**src/rtl/alu_seq_core.sv**
```systemverilog
`default_nettype none
// ============================================================================
//  Module   : alu_seq_core
//  Purpose  : Handshaked ALU core. Accepts one operation (A, B, SelOp) per
//             in_valid/in_ready transfer and returns a registered result C
//             with flags {ERR, V, Cy, N, Z} on out_valid/out_ready. Every op
//             except MUL completes in one cycle. MUL uses an iterative
//             shift-add engine that handles one multiplier bit per cycle.
//  Revision : 1.0 - initial release
// ----------------------------------------------------------------------------
//  Parameters
//    WIDTH      operand/result width (>= 4, power of two)
//    SHW        shift-amount width, taken from B[SHW-1:0]
//  Ports
//    clk        rising-edge clock
//    rst        synchronous active-high reset
//    in_valid   request valid            in_ready  core can accept
//    A, B       operands                 SelOp     4-bit opcode
//    out_valid  result valid             out_ready consumer takes result
//    C          result                   flags     {ERR, V, Cy, N, Z}
//  Configuration macro
//    ALU_MUL_EN defined   : MUL (0011) runs on the iterative engine
//    ALU_MUL_EN undefined : no multiplier logic; 0011 is an illegal opcode
// ============================================================================
module alu_seq_core #(
  parameter int WIDTH = 32,
  parameter int SHW   = $clog2(WIDTH)
) (
  input  logic             clk,
  input  logic             rst,
  input  logic             in_valid,
  output logic             in_ready,
  input  logic [WIDTH-1:0] A,
  input  logic [WIDTH-1:0] B,
  input  logic [3:0]       SelOp,
  output logic             out_valid,
  input  logic             out_ready,
  output logic [WIDTH-1:0] C,
  output logic [4:0]       flags
);

  localparam logic [3:0] OP_NOT = 4'b0000;
  localparam logic [3:0] OP_ADD = 4'b0001;
  localparam logic [3:0] OP_SUB = 4'b0010;
  localparam logic [3:0] OP_MUL = 4'b0011;
  localparam logic [3:0] OP_AND = 4'b0100;
  localparam logic [3:0] OP_OR  = 4'b0101;
  localparam logic [3:0] OP_XOR = 4'b0110;
  localparam logic [3:0] OP_SHR = 4'b0111;
  localparam logic [3:0] OP_SHL = 4'b1000;

  typedef enum logic [1:0] {
    IDLE     = 2'd0,
    MUL_BUSY = 2'd1,
    DONE     = 2'd2
  } state_t;

  state_t state;

  // A new op may enter while idle, or while the finished result is being
  // retired on this same edge (back-to-back issue).
  logic accept;
  assign in_ready = !rst && ((state == IDLE) || ((state == DONE) && out_ready));
  assign accept   = in_valid && in_ready;

  // --------------------------------------------------------------------------
  // Single-cycle datapath, evaluated on the live inputs; its result is only
  // registered on the accept edge, which is what captures the operands.
  // --------------------------------------------------------------------------
  logic [WIDTH:0]   add_w;
  logic [WIDTH:0]   sub_w;
  logic [WIDTH-1:0] alu_c;
  logic             alu_cy;
  logic             alu_v;
  logic             alu_err;

  assign add_w = {1'b0, A} + {1'b0, B};
  // The extra top bit of the widened difference is the unsigned borrow.
  assign sub_w = {1'b0, A} - {1'b0, B};

  always_comb begin
    alu_c   = '0;
    alu_cy  = 1'b0;
    alu_v   = 1'b0;
    alu_err = 1'b0;
    case (SelOp)
      OP_NOT: alu_c = ~A;
      OP_ADD: begin
        alu_c  = add_w[WIDTH-1:0];
        alu_cy = add_w[WIDTH];
        // Same-sign operands producing a differently signed sum overflow.
        alu_v  = (A[WIDTH-1] == B[WIDTH-1]) && (add_w[WIDTH-1] != A[WIDTH-1]);
      end
      OP_SUB: begin
        alu_c  = sub_w[WIDTH-1:0];
        alu_cy = sub_w[WIDTH];
        // Opposite-sign operands where the difference takes B's sign overflow.
        alu_v  = (A[WIDTH-1] != B[WIDTH-1]) && (sub_w[WIDTH-1] != A[WIDTH-1]);
      end
`ifdef ALU_MUL_EN
      OP_MUL: alu_c = '0;   // result comes from the multiplier engine
`else
      OP_MUL: alu_err = 1'b1;
`endif
      OP_AND: alu_c = A & B;
      OP_OR:  alu_c = A | B;
      OP_XOR: alu_c = A ^ B;
      OP_SHR: alu_c = A >> B[SHW-1:0];
      OP_SHL: alu_c = A << B[SHW-1:0];
      default: alu_err = 1'b1;
    endcase
  end

  // Flag vector packing: {ERR, V, Cy, N, Z}.
  function automatic logic [4:0] pack_flags(input logic [WIDTH-1:0] c,
                                             input logic err,
                                             input logic v,
                                             input logic cy);
    pack_flags = {err, v, cy, c[WIDTH-1], ~|c};
  endfunction

  // --------------------------------------------------------------------------
  // Iterative multiplier engine
  // --------------------------------------------------------------------------
  logic is_mul;

`ifdef ALU_MUL_EN
  localparam int CNTW = $clog2(WIDTH) + 1;

  logic [2*WIDTH-1:0] mul_acc;
  logic [2*WIDTH-1:0] mul_mcand;
  logic [WIDTH-1:0]   mul_mplier;
  logic [CNTW-1:0]    mul_cnt;

  assign is_mul = (SelOp == OP_MUL);
`else
  assign is_mul = 1'b0;
`endif

  // --------------------------------------------------------------------------
  // Control FSM with registered result, flags and out_valid
  // --------------------------------------------------------------------------
  always_ff @(posedge clk) begin
    if (rst) begin
      state      <= IDLE;
      C          <= '0;
      flags      <= '0;
      out_valid  <= 1'b0;
`ifdef ALU_MUL_EN
      mul_acc    <= '0;
      mul_mcand  <= '0;
      mul_mplier <= '0;
      mul_cnt    <= '0;
`endif
    end else begin
      case (state)
        IDLE, DONE: begin
          if (accept && is_mul) begin
`ifdef ALU_MUL_EN
            mul_acc    <= '0;
            mul_mcand  <= {{WIDTH{1'b0}}, A};
            mul_mplier <= B;
            mul_cnt    <= '0;
`endif
            out_valid  <= 1'b0;
            state      <= MUL_BUSY;
          end else if (accept) begin
            C         <= alu_c;
            flags     <= pack_flags(alu_c, alu_err, alu_v, alu_cy);
            out_valid <= 1'b1;
            state     <= DONE;
          end else if ((state == DONE) && out_ready) begin
            // Result retired with nothing new behind it; C/flags are kept
            // but no longer flagged valid.
            out_valid <= 1'b0;
            state     <= IDLE;
          end
        end
`ifdef ALU_MUL_EN
        MUL_BUSY: begin
          if (mul_cnt != CNTW'(WIDTH)) begin
            // One multiplier bit per cycle: add the shifted multiplicand
            // when the current LSB is set.
            if (mul_mplier[0]) begin
              mul_acc <= mul_acc + mul_mcand;
            end
            mul_mcand  <= mul_mcand << 1;
            mul_mplier <= mul_mplier >> 1;
            mul_cnt    <= mul_cnt + 1'b1;
          end else begin
            // All WIDTH bits consumed; publish on the following edge so the
            // result lands WIDTH+1 edges after the accept.
            C         <= mul_acc[WIDTH-1:0];
            flags     <= pack_flags(mul_acc[WIDTH-1:0], 1'b0, 1'b0,
                                    |mul_acc[2*WIDTH-1:WIDTH]);
            out_valid <= 1'b1;
            state     <= DONE;
          end
        end
`endif
        default: begin
          out_valid <= 1'b0;
          state     <= IDLE;
        end
      endcase
    end
  end

endmodule
`default_nettype wire

```
**config.mk**
```make
export PLATFORM = sky130hd
export DESIGN_NAME = alu_seq_core
export DESIGN_NICKNAME = d
export VERILOG_FILES = /design/src/rtl/alu_seq_core.sv
export SDC_FILE = /design/constraint.sdc
export NUM_CORES = 1
export LEC_CHECK = 0
export ABC_CLOCK_PERIOD_IN_PS = 5200
export CAP_MARGIN = 20
export CELL_PAD_IN_SITES_DETAIL_PLACEMENT = 0
export CELL_PAD_IN_SITES_GLOBAL_PLACEMENT = 1
export CORE_MARGIN = 2
export CORE_UTILIZATION = 39
export DETAILED_ROUTE_END_ITERATION = 8
export PLACE_DENSITY_LB_ADDON = 0.1
export SLEW_MARGIN = 10
export SYNTH_ARGS = -nofsm -noshare
export SYNTH_HDL_FRONTEND = slang
export SYNTH_SLANG_ARGS = --single-unit
```
**constraint.sdc**
```tcl
create_clock -name clk -period 5.2 [get_ports clk]
set_clock_uncertainty 0.2 [all_clocks]
set_input_delay 1.04 -clock clk [delete_from_list [all_inputs] [get_ports clk]]
set_output_delay 1.04 -clock clk [all_outputs]
set_load 0.02 [all_outputs]
```
### Word level (Yosys, flattened, before mapping)

Cells that the tools add are included.

* input port bits: 72
* output and inout port bits: 39
* word-level logic and storage cells: 48
* register bits after elaboration: 39

* eq/ne operators: 11
* shift-type cells: 2
* bitwise logic cells: 5
* reduce and logical (&&, ||, !) cells: 16
* mux-type cells: 8
* add/sub/neg operators: 2

Operator list (number)
* $pmux 32 s8: 1
* $add 32x32->33: 1
* $sub 32x32->33: 1
* $and 32x32->32: 1
* $not 32->32: 1
* $or 32x32->32: 1
* $reduce_or 32->1: 1
* $shl 32x5->32: 1
* $shr 32x5->32: 1
* $xor 32x32->32: 1
* $eq 4x3->1 const B: 4
* $reduce_or 8->1: 1
* $logic_and 1x1->1: 5
* $eq 4x1->1 const B: 1
* $eq 4x2->1 const B: 1
* $eq 4x4->1 const B: 1
* $logic_not 4->1: 1
* $mux 2: 2
* $pmux 1 s2: 2
* $reduce_or 2->1: 2
* $mux 1: 3
* $ne 1x1->1: 3
* $logic_not 1->1: 2
* $logic_not 2->1: 1
* 5 further kinds: 5

### Depth between registers and ports, before layout

* depth in word-level cells: 5
* mapped depth: 18
* depth with buffers taken out: 16

### Worst setup path after synthesis

Ideal clock, no wire load.

* kind: input to register
* start point: in B[2]
* end point: reg flags[0]
* required time: 4916 ps
* path buffers: 4
* path slack: -484 ps
* setup time: 84 ps
* data arrival time: 5400 ps
* stages: 17
* path through: buf_2 > inv_2 > buf_2 > buf_2 > buf_1 > ha_1 > nand2b_1 > a221o_1 > a21oi_4 > a21boi_2 > a2111oi_2 > nor2b_1 > a221o_1 > a211o_1 > or4_1 > or4_1 > o31ai_2

* longest elaborated chain between the ends: 4
* elaborated cells on any way between the ends: 10
* classes of those cells: 2 x add/sub; 2 x shift; 1 x mux; 3 x bitwise; 2 x reduce/logical

Ends and longest elaborated chain
* start, declared: RTL line 34 `input logic [WIDTH-1:0] B,`
* $sub 32x32->33, or another cell as far along: RTL line 79 `assign sub_w = {1'b0, A} - {1'b0, B};`
* $pmux 32 s8 *: RTL line 86 `case (SelOp)`
* $reduce_or 32->1 *: RTL line 119 `pack_flags = {err, v, cy, c[WIDTH-1], ~|c};`
* $logic_not 1->1 *: RTL line 119
* end signal, assigned: RTL line 169 `flags <= pack_flags(alu_c, alu_err, alu_v, alu_cy);`
* end, declared: RTL line 39 `output logic [4:0] flags`

Every way passes the cells marked *; elsewhere a longest branch is shown, timed or not.
A chain may end at the register's enable or synchronous reset.

### Final worst setup path

* start point: in B[7]
* end point: reg flags[0]

* longest elaborated chain between the ends: 4
* elaborated cells on any way between the ends: 8
* classes of those cells: 2 x add/sub; 1 x mux; 3 x bitwise; 2 x reduce/logical

Ends and longest elaborated chain (RTL line)
* $sub 32x32->33, or another cell as far along: 79
* $pmux 32 s8 *: 86
* $reduce_or 32->1 *: 119
* $logic_not 1->1 *: 119

Marks and branches as above.

==> flow_summary.ini <==
[die]
rows = 60
dieArea_sq_um = 28770
core_area_sq_um = 26950
initial_core_util = 0.3970
io_pins = 111
fp.dieH_microns = 169.6
die_x_microns = 169.6

[setup_path]
cp_common_cell = buf_4
critPathMaxStageDelay_ns = 0.53
r2r_start = out_valid$_SDFFE_PP0P_
critPathArrivalTime_ns = 5.16
path_class = in -> reg
worstPathRequired_ns = 5.21
reg2reg_to = flags[0]$_SDFFE_PP0P_
path_max_fanout = 3
reg2reg_depth = 12
path_cells = clkdlybuf4s50_1 > inv_1 > ha_4 > a21o_1 > or3_4 > o21a_4 > buf_4 > a2111o_1 > and2_4 > buf_4 > a2bb2oi_1 > nor2_1 > a211o_1 > nor4_2 > nand4_1 > or4_4 > o31ai_2
rrSetupSlack_ns = 1.94
cpMaxStageDelayCell = or4_4
start_kind = input port
endpoint_kind = flip-flop

[clock_tree]
clock_latency_ns = 0.29
clkTransAtPathRegs_ns = 0.06
cts_tree = yes
cts_hold_buf = 0
numClockSinks = 37
cts-buffers-inserted = 5
htree_levels = 2
clock_path_buffers = 2
root_buffer = clkbuf_16

[drt]
vias = 14605
route.detailed.drc = 0
postRouteAntennaNets = 0
drt_first_pass_iters = 6
via_per_inst = 6.397
drt-wirelength-per-cell_microns = 25.32
drt_iter0_drc = 2094
wl_microns = 57820

[global_route]
grt_usage = 0.3899
grt_pass1_vias = 13389
grt_pass1_wl_microns = 84820
overflow = 0
antenna_found_initial = 2
grt_max_degree = 62

[synth]
ys_warn_count = 0
ys_types = 90
synthTopCellsByArea = ha_1 12%, dfxtp_1 6.9%, mux2i_1 5.6%
synth_edf_count = 0
syn_inst = 1495
synth_fp_nets = 1675
yosysSeqAreaShare = 0.06923
yosysTopAreaCell = ha_1
synth_area_sq_um = 10700
synthFlopType = dfxtp_1
ys_ff_latch = 37
ys_async_sr_fraction = 0
synth.avg_cell_area_sq_um = 7.157
yosysTopAreaCellShare = 0.1240

[final_layout]
area_growth_pct = 46.44
final_core_util = 0.5813
drive_gt1_frac = 0.3050
nets = 2120
fin_cells = 2283

[pwr]
p_sw_mw = 1.083
p_seq_frac = 0.131
intPower_mw = 1.275
power_frac_clock = 0.130
power_leakage_nw = 7.048
p_sw_frac = 0.4592
p_per_area_nw_per_um2 = 150.5
worst_ir_drop_vdd_v = 0.0001618
p_comb_frac = 0.739

[min_path]
whs_path_depth = 2
min-delay-start = C[10]$_SDFFE_PP0P_
hp-class = reg -> reg
hold_end = C[10]$_SDFFE_PP0P_

[sta]
fmax_mhz = 194.3
finalHoldViolations = 0
tightest_slew_ns = 1.043
setup_viol = 0
maxSlewHeadroom = 0.3049
period_minus_slack_ns = 5.148
finalMaxSlewViolations = 0
fin_crit_sh = 0.9900

[job]
cap_violations = 0

[place]
numPortBuffers = 110
place.gp.congestion = 1.072
dp.cells = 2261
dp_hpwl_microns = 47520

[run_status]
status = finished, final reports clean
## layout by cell type, fill, tap and decap left out, types with 8 or more instances in the layout
cell,count
and2_1,11
nor2_1,137
o221ai_1,14
o31ai_1,8
o22ai_1,35
a211o_1,14
o22a_1,10
a21oi_1,109
o32ai_1,13
nor3_1,36
nor4_1,10
a22oi_1,15
a221o_1,11
clkdlybuf4s50_1,102
buf_12,8
a211oi_1,29
a21o_1,23
nand2_1,111
xnor2_1,8
mux2_2,25
o21ai_0,62
mux4_2,26
dfxtp_1,37
a22o_1,21
ha_1,100
nand3_1,29
a2bb2oi_1,8
nand4_1,14
o211ai_1,20
nor2b_1,26
mux2i_1,60
o21ai_1,11
o21bai_1,8
nand2b_1,24
a221oi_1,13
buf_4,438
a31oi_1,22
inv_1,91
## state kept, by name, indices dropped and copies added, names as in the netlist
| signal | flops |
|---|---|
| C | 31 |
| flags | 5 |
| out_valid | 1 |
## power groups by stage
stage / clock network, mW / registers (mW) / logic (mW)
detailed placement: 0 / 0.316 / 1.62
finish: 0.306 / 0.310 / 1.74
CTS: 0.314 / 0.310 / 1.64
global placement: 0 / 0.316 / 1.61
floorplan: 0 / 0.336 / 0.768
global route: 0.329 / 0.311 / 1.83
## cell usage after synthesis, drive strengths merged (8+ instances only)
master and number:
nor2b 27, o221ai 15, dfxtp 37, xnor2 8
a221oi 16, a221o 11, nor2 139, nand2 111
and2 13, nor3 40, a22oi 15, nor4 17
o21ai 75, o22ai 36, ha 106, a21oi 117
mux4 26, a31oi 24, nand4 14, o22a 10
o21bai 9, nand3 29, o211ai 20, mux2 33
or2 9, a2bb2oi 8, o32ai 14, a22o 21
o31ai 13, a211oi 33, buf 44, nand2b 25
a21o 23, inv 97, or3 8, mux2i 60
clkbuf 75, a211o 14
## cells by family (layout without fill, tap and decap cells)
| group | Yosys count | count (layout) | share of synthesized area |
|---|---|---|---|
| mux | 119 | 119 | 0.1459 |
| buf+inv | 219 | 665 | 0.08584 |
| other cells | 0 | 1 | 0 |
| compound gates | 541 | 541 | 0.3542 |
| fa+ha+maj | 108 | 108 | 0.1277 |
| flops | 37 | 37 | 0.06923 |
| xor+xnor | 10 | 10 | 0.008187 |
| simple gates | 461 | 461 | 0.2089 |
## through the flow
step	area (sq um)	setup TNS (ns)	total power, mW	hold WS, ns	worst slack, ns
after floorplan	10750	0	1.104	0.3368	0.005842
after global placement	15050	-0.6407	1.924	0.2452	-0.4184
after detailed placement	15050	-0.7266	1.931	0.2421	-0.4176
after CTS	15280	0	2.260	0.2556	0.0009002
after global routing	15670	-0.06812	2.470	0.2796	-0.06812
final	15670	0	2.358	0.2530	0.05212
## worst max path at each step
stage | startpoint | to | slack [ns] | depth (start not counted)
2_1_floorplan | B[2] | flags[0]$_SDFFE_PP0P_ | 0.006 | 17
3_3_place_gp | A[1] | flags[0]$_SDFFE_PP0P_ | -0.42 | 18
3_5_place_dp | A[3] | flags[0]$_SDFFE_PP0P_ | -0.42 | 15
4_1_cts | A[7] | flags[0]$_SDFFE_PP0P_ | 0.0009 | 16
5_1_grt | B[4] | flags[0]$_SDFFE_PP0P_ | -0.07 | 18
6_report | B[7] | flags[0]$_SDFFE_PP0P_ | 0.05 | 17
## routing by layer
| metal | up-vias | GRT usage | part of all wire |
|---|---|---|---|
| li1 | 6574 | - | - |
| met1 | 7002 | 0.5512 | 0.43 |
| met2 | 878 | 0.5931 | 0.43 |
| met3 | 151 | 0.06693 | 0.11 |
| met4 | 0 | 0.1401 | 0.043 |
| met5 | - | 0 | 0 |
## cell type report
cell class              count  area, sq um
repair buffers            557         4549
fillers                  2630        11280
diodes                      1        2.502
clock inverters             2        13.76
multi-input cells        1239         9412
well taps                 341        426.7
inverters                 100        384.1
flip-flops and latches     37        740.7
clock buffers               6        138.9
## critical path, delay by kind of cell
kind	cells	cell delay, ns
AO/OA/AOI/OAI	6	1.53
AND/OR/NAND/NOR	6	1.50
buffers and inverters	4	0.85
adder cells (fa/ha/maj)	1	0.23
## timing repair
item | CTS | global route
gates resized for setup | 13 | 57
pin swaps | 5 | 20
setup buffers | 2 | 11
endpoints found under the hold margin | 0 | 0
setup endpoints to repair | 1 | 2
Note: power is estimated with default switching activity, not from simulation.
